===== src/rtl/segmented_cla_adder.sv =====
// Multi-cycle adder/subtractor: one CHUNK-wide carry-lookahead group per clock,
// with a valid/ready handshake on both sides.
module segmented_cla_adder #(
  parameter int unsigned WIDTH = 16,
  parameter int unsigned CHUNK = 4
) (
  input  logic             clk,
  input  logic             rst,
  input  logic             in_valid,
  output logic             in_ready,
  input  logic [WIDTH-1:0] a,
  input  logic [WIDTH-1:0] b,
  input  logic             cin,
  input  logic             sub,
  input  logic             flush,
  output logic             out_valid,
  input  logic             out_ready,
  output logic [WIDTH-1:0] sum,
  output logic             cout,
  output logic             ovf,
  output logic             zero
);

  localparam int unsigned CHUNK_SAFE = (CHUNK == 0) ? 1 : CHUNK;
  localparam int unsigned NCH        = WIDTH / CHUNK_SAFE;
  localparam int unsigned CW         = (NCH > 1) ? $clog2(NCH) : 1;
  localparam int unsigned NSLOT      = 1 << CW;
  localparam logic [CW-1:0] LAST     = CW'(NCH - 1);

  // Reject geometries where the operand cannot be split into whole chunks
  if ((CHUNK == 0) || (WIDTH == 0) || ((WIDTH % CHUNK_SAFE) != 0)) begin : g_bad_geometry
    $error("segmented_cla_adder: WIDTH must be a nonzero multiple of CHUNK >= 1");
  end

  typedef enum logic [1:0] {
    S_IDLE = 2'd0,
    S_RUN  = 2'd1,
    S_DONE = 2'd2
  } state_t;

  state_t           r_state;
  logic [WIDTH-1:0] r_a;
  logic [WIDTH-1:0] r_b;
  logic             r_carry;
  logic [CW-1:0]    r_cnt;
  logic [WIDTH-1:0] r_sum;
  logic             r_cout;
  logic             r_ovf;
  logic             r_zero;

  logic [CHUNK-1:0] w_a_slot [NSLOT];
  logic [CHUNK-1:0] w_b_slot [NSLOT];
  logic [CHUNK-1:0] w_ca;
  logic [CHUNK-1:0] w_cb;
  logic [CHUNK-1:0] w_g;
  logic [CHUNK-1:0] w_p;
  logic [CHUNK:0]   w_c;
  logic [CHUNK-1:0] w_s;
  logic [WIDTH-1:0] w_sum_next;

  // Split latched operands into chunk slots; padding slots are never selected
  for (genvar k = 0; k < NSLOT; k++) begin : g_slot
    if (k < NCH) begin : g_real
      assign w_a_slot[k] = r_a[k*CHUNK_SAFE +: CHUNK_SAFE];
      assign w_b_slot[k] = r_b[k*CHUNK_SAFE +: CHUNK_SAFE];
    end else begin : g_pad
      assign w_a_slot[k] = '0;
      assign w_b_slot[k] = '0;
    end
  end

  assign w_ca = w_a_slot[r_cnt];
  assign w_cb = w_b_slot[r_cnt];
  assign w_g  = w_ca & w_cb;
  assign w_p  = w_ca | w_cb;

  // Flattened lookahead: every carry is a sum of generate terms gated by propagate runs
  always_comb begin
    logic run_p;
    w_c    = '0;
    run_p  = 1'b0;
    w_c[0] = r_carry;
    for (int i = 0; i < int'(CHUNK); i++) begin
      w_c[i+1] = w_g[i];
      run_p    = w_p[i];
      for (int j = i - 1; j >= 0; j--) begin
        w_c[i+1] = w_c[i+1] | (w_g[j] & run_p);
        run_p    = run_p & w_p[j];
      end
      w_c[i+1] = w_c[i+1] | (run_p & r_carry);
    end
  end

  assign w_s = w_ca ^ w_cb ^ w_c[CHUNK-1:0];

  // Merge the freshly computed chunk into the running sum
  for (genvar k = 0; k < NCH; k++) begin : g_merge
    assign w_sum_next[k*CHUNK_SAFE +: CHUNK_SAFE] =
      (r_cnt == CW'(k)) ? w_s : r_sum[k*CHUNK_SAFE +: CHUNK_SAFE];
  end

  // Control FSM with operand, carry, counter and result registers
  always_ff @(posedge clk or posedge rst) begin
    if (rst) begin
      r_state <= S_IDLE;
      r_a     <= '0;
      r_b     <= '0;
      r_carry <= 1'b0;
      r_cnt   <= '0;
      r_sum   <= '0;
      r_cout  <= 1'b0;
      r_ovf   <= 1'b0;
      r_zero  <= 1'b0;
    end else if (flush) begin
      r_state <= S_IDLE;
      r_cnt   <= '0;
      r_carry <= 1'b0;
    end else begin
      case (r_state)
        S_IDLE: begin
          if (in_valid) begin
            r_a     <= a;
            r_b     <= sub ? ~b : b;
            r_carry <= sub ? ~cin : cin;
            r_cnt   <= '0;
            r_state <= S_RUN;
          end
        end
        S_RUN: begin
          r_sum   <= w_sum_next;
          r_carry <= w_c[CHUNK];
          if (r_cnt == LAST) begin
            r_cout  <= w_c[CHUNK];
            r_ovf   <= w_c[CHUNK] ^ w_c[CHUNK-1];
            r_zero  <= (w_sum_next == '0);
            r_cnt   <= '0;
            r_state <= S_DONE;
          end else begin
            r_cnt <= r_cnt + CW'(1);
          end
        end
        S_DONE: begin
          if (out_ready) begin
            r_state <= S_IDLE;
          end
        end
        default: r_state <= S_IDLE;
      endcase
    end
  end

  assign in_ready  = (r_state == S_IDLE);
  assign out_valid = (r_state == S_DONE);
  assign sum       = r_sum;
  assign cout      = r_cout;
  assign ovf       = r_ovf;
  assign zero      = r_zero;

endmodule

===== config.mk =====
export PLATFORM = sky130hd
export DESIGN_NAME = segmented_cla_adder
export DESIGN_NICKNAME = d
export VERILOG_FILES = /design/src/rtl/segmented_cla_adder.sv
export SDC_FILE = /design/constraint.sdc
export NUM_CORES = 1
export LEC_CHECK = 0
export CORE_MARGIN = 4
export CORE_UTILIZATION = 55
export DETAILED_ROUTE_END_ITERATION = 7
export PLACE_DENSITY = 0.9
export SLEW_MARGIN = 20
export SYNTH_ARGS = -nofsm -noshare
export SYNTH_HDL_FRONTEND = slang
export SYNTH_SLANG_ARGS = --single-unit

===== constraint.sdc =====
create_clock -name clk -period 5.1 [get_ports clk]
set_input_delay 1.02 -clock clk [delete_from_list [all_inputs] [get_ports clk]]
set_output_delay 1.02 -clock clk [all_outputs]
set_load 0.02 [all_outputs]

==> metrics.yaml <==
detailed_routing:
  routed_via_density: 5.32
  drt-initial-drc-count: 54
  dr.pass1.iters: 4
  dr_total_vias: 1980
  finalWirelength_um: 5580
  routedWlPerCell_um: 15.0
  final_antenna_net_count: 0
  drc: 0
global_route:
  grt.busiest_layer: "met2"
  antenna_found_initial: 0
  grt_pass1_wl_um: 9350
  track_usage_pct: 18.9
  grt-ovfl-total: 0
  grt_max_degree: 57
  grt_pass1_vias: 2025
  grt_util_met1_pct: 21.8
  use_met2_pct: 34.7
  grt_util_met3_pct: 3.70
floorplan:
  die_h_um: 80.3
  io_pins: 60
  start_util_pct: 56.7
  core_region_area_sq_um: 5070
  dieWidth_um: 80.3
  row_count: 26
  dieArea_sq_um: 6450
logic_synthesis:
  synth.most_common_cell: "dfrtp_1"
  synth_area_leaders: "dfrtp_1 49%, mux2_1 6.3%, mux4_2 6.3%"
  synth.net_count: 299
  ys_ff_latch: 56
  yosysTopAreaCell: "dfrtp_1"
  synth_flop_cell: "dfrtp_1"
  synth-seq-area-share_pct: 48.7
  netlist_area_sq_um: 2880
  synth_cell_type_count: 36
  async_flop_share_pct: 100
  syn_avg_cell_area_sq_um: 11.7
  yosys-top-cells-count: "56 x dfrtp_1, 26 x nor2_1, 23 x a21oi_1, 18 x xnor2_1, 16 x mux2_1"
  synthCells: 246
  synth_edf_count: 0
  synth_top_area_share_pct: 48.7
  yosys_warnings: 0
timing:
  maxSlewHeadroom_pct: 37.3
  fin_skew_ns: 0.00802
  hold_viol_final: 0
  tightest_slew_ns: 0.941
  fmax_mhz: 307
  timing.final.crit_share_pct: 63.9
  tns_ns: 0
  period_minus_slack_ns: 3.26
  rsz0062_at_grt: "false"
  slew_violations: 0
  finalSetupViolations: 0
setup_path:
  r2r-start: "r_cnt[0]"
  worstPathArrival_ns: 3.48
  path_class: "flip-flop to flip-flop"
  cp.required_ns: 5.32
  startpoint: "r_cnt[0]"
  endpoint_kind: "flip-flop"
  cp-start-kind: "flip-flop"
  critPathMaxFanout: 13
clocking:
  clk_latency_ns: 0.31
  cts.reportedPaths.clkPinSlew_ns: 0.10
  htree_levels: 2
  cts_hold_buf: 0
  cts.repair.resized: 0
  root_buffer: "clkbuf_8"
  clockBufferDepth: 2
  cts_tree: "built"
  numCtsBuffers: 5
  cts_setup_buffers: 0
  clock-sinks: 56
pwr:
  ir_worst_vdd_uv: 236
  p_leak_nw: 1.52
  power_density_nw_per_um2: 367
layout:
  area_growth_pct: 25.1
  stdcell_count: 372
  diodes: 0
  nNetsFinal: 354
  layout-drive-gt1-share_pct: 11.6
place:
  hpwl_um: 4190
  gp_congestion: 0.794
  dp.cells: 364
  port_buffers: 59
min_path:
  hp-class: "flip-flop to flip-flop"
  min-delay-start: "sum[13]"
run_status:
  status: "finished clean"
run:
  cap_violations: 0
==> routing by layer <==
| layer | vias up | routed length (um) |
|---|---|---|
| met5 | - | 0 |
| met4 | 0 | 136 |
| met3 | 15 | 337 |
| met2 | 61 | 2930 |
| met1 | 955 | 2180 |
| li1 | 949 | - |
==> power breakdown <==
part / switching [mW] / internal [mW]
Clock: 0.138 / 0.0960
Combinational: 0.250 / 0.237
Sequential: 0.0630 / 0.536
Total: 0.451 / 0.869
==> path summary, 6_finish.rpt <==
| kind | endpoint | slack, ns | cells past startpoint |
|---|---|---|---|
| max | zero | 1.84 | 6 |
| min | sum[13] | 0.50 | 2 |
| max reg2reg | zero | 1.84 | 6 |
| min reg2reg | sum[13] | 0.50 | 2 |
| max in group asynchronous | r_a[3] | 3.34 | 2 |
| min in group asynchronous | r_a[9] | 1.20 | 2 |
==> through the flow <==
stage	power (mW)	worst slack [ns]	util, %	cell area [sq um]	hold slack (ns)
floorplan	0.898	2.40	-	2880	0.452
global placement	1.08	1.88	69.2	3510	0.460
detailed placement	1.10	1.81	69.2	3510	0.474
CTS	1.33	1.77	70.9	3600	0.501
global route	1.40	1.60	70.9	3600	0.530
finish	1.32	1.84	70.9	3600	0.496
==> worst max-delay path, stage by stage (launching register included) <==
cell and delay, ns:
dfrtp_1 0.81, mux4_2 0.65, fa_1 0.43, xnor2_1 0.51
o2111ai_1 0.20, or3_1 0.39, o31ai_2 0.17
==> logic make-up (layout without fill, tap and decap cells) <==
kind of cell               Yosys count  after routing  share of synthesized area (%)
muxes                               37             37                           17.6
buffers and inverters               27             83                           4.00
xor gates and xnor gates            19             19                           5.78
DFF                                 56             56                           48.7
AOI/OAI and AO/OA                   40             40                           8.35
adders and majority gates           14             14                           6.35
and+or+nand+nor                     53             53                           9.26
==> cell usage in the layout (no fill, tap or decap), types with 2 or more instances in the layout <==
master	netlist	layout
a211oi_1	2	2
nor3_1	2	2
a22oi_1	2	2
clkbuf_8	0	5
a21oi_1	23	23
mux4_2	8	8
xnor2_1	18	18
o21bai_1	2	2
nor2_1	26	26
clkinv_2	0	3
ha_1	13	13
mux2_1	16	16
clkdlybuf4s50_1	0	59
nand2_1	7	7
nor4_1	3	3
mux2_2	12	12
inv_1	15	14
and2_1	3	3
o21ai_0	4	4
nand2b_1	3	3
dfrtp_1	56	56
nor2b_1	4	4
==> area by class of cell <==
type | instances | area [sq um]
flip-flops and latches | 56 | 1400
repair buffers | 60 | 598
clock inverters | 3 | 18.8
fillers | 369 | 1480
multi-input cells | 163 | 1370
clock buffers | 5 | 68.8
inverters | 15 | 57.6
well taps | 70 | 87.6
==> flip-flops by register name (all words and copies together) (netlist names) <==
signal / cells
r_a: 16
r_b: 16
sum: 16
r_cnt: 2
r_state: 2
cout: 1
ovf: 1
r_carry: 1
zero: 1
No activity file was read; power rests on OpenSTA's default activity.
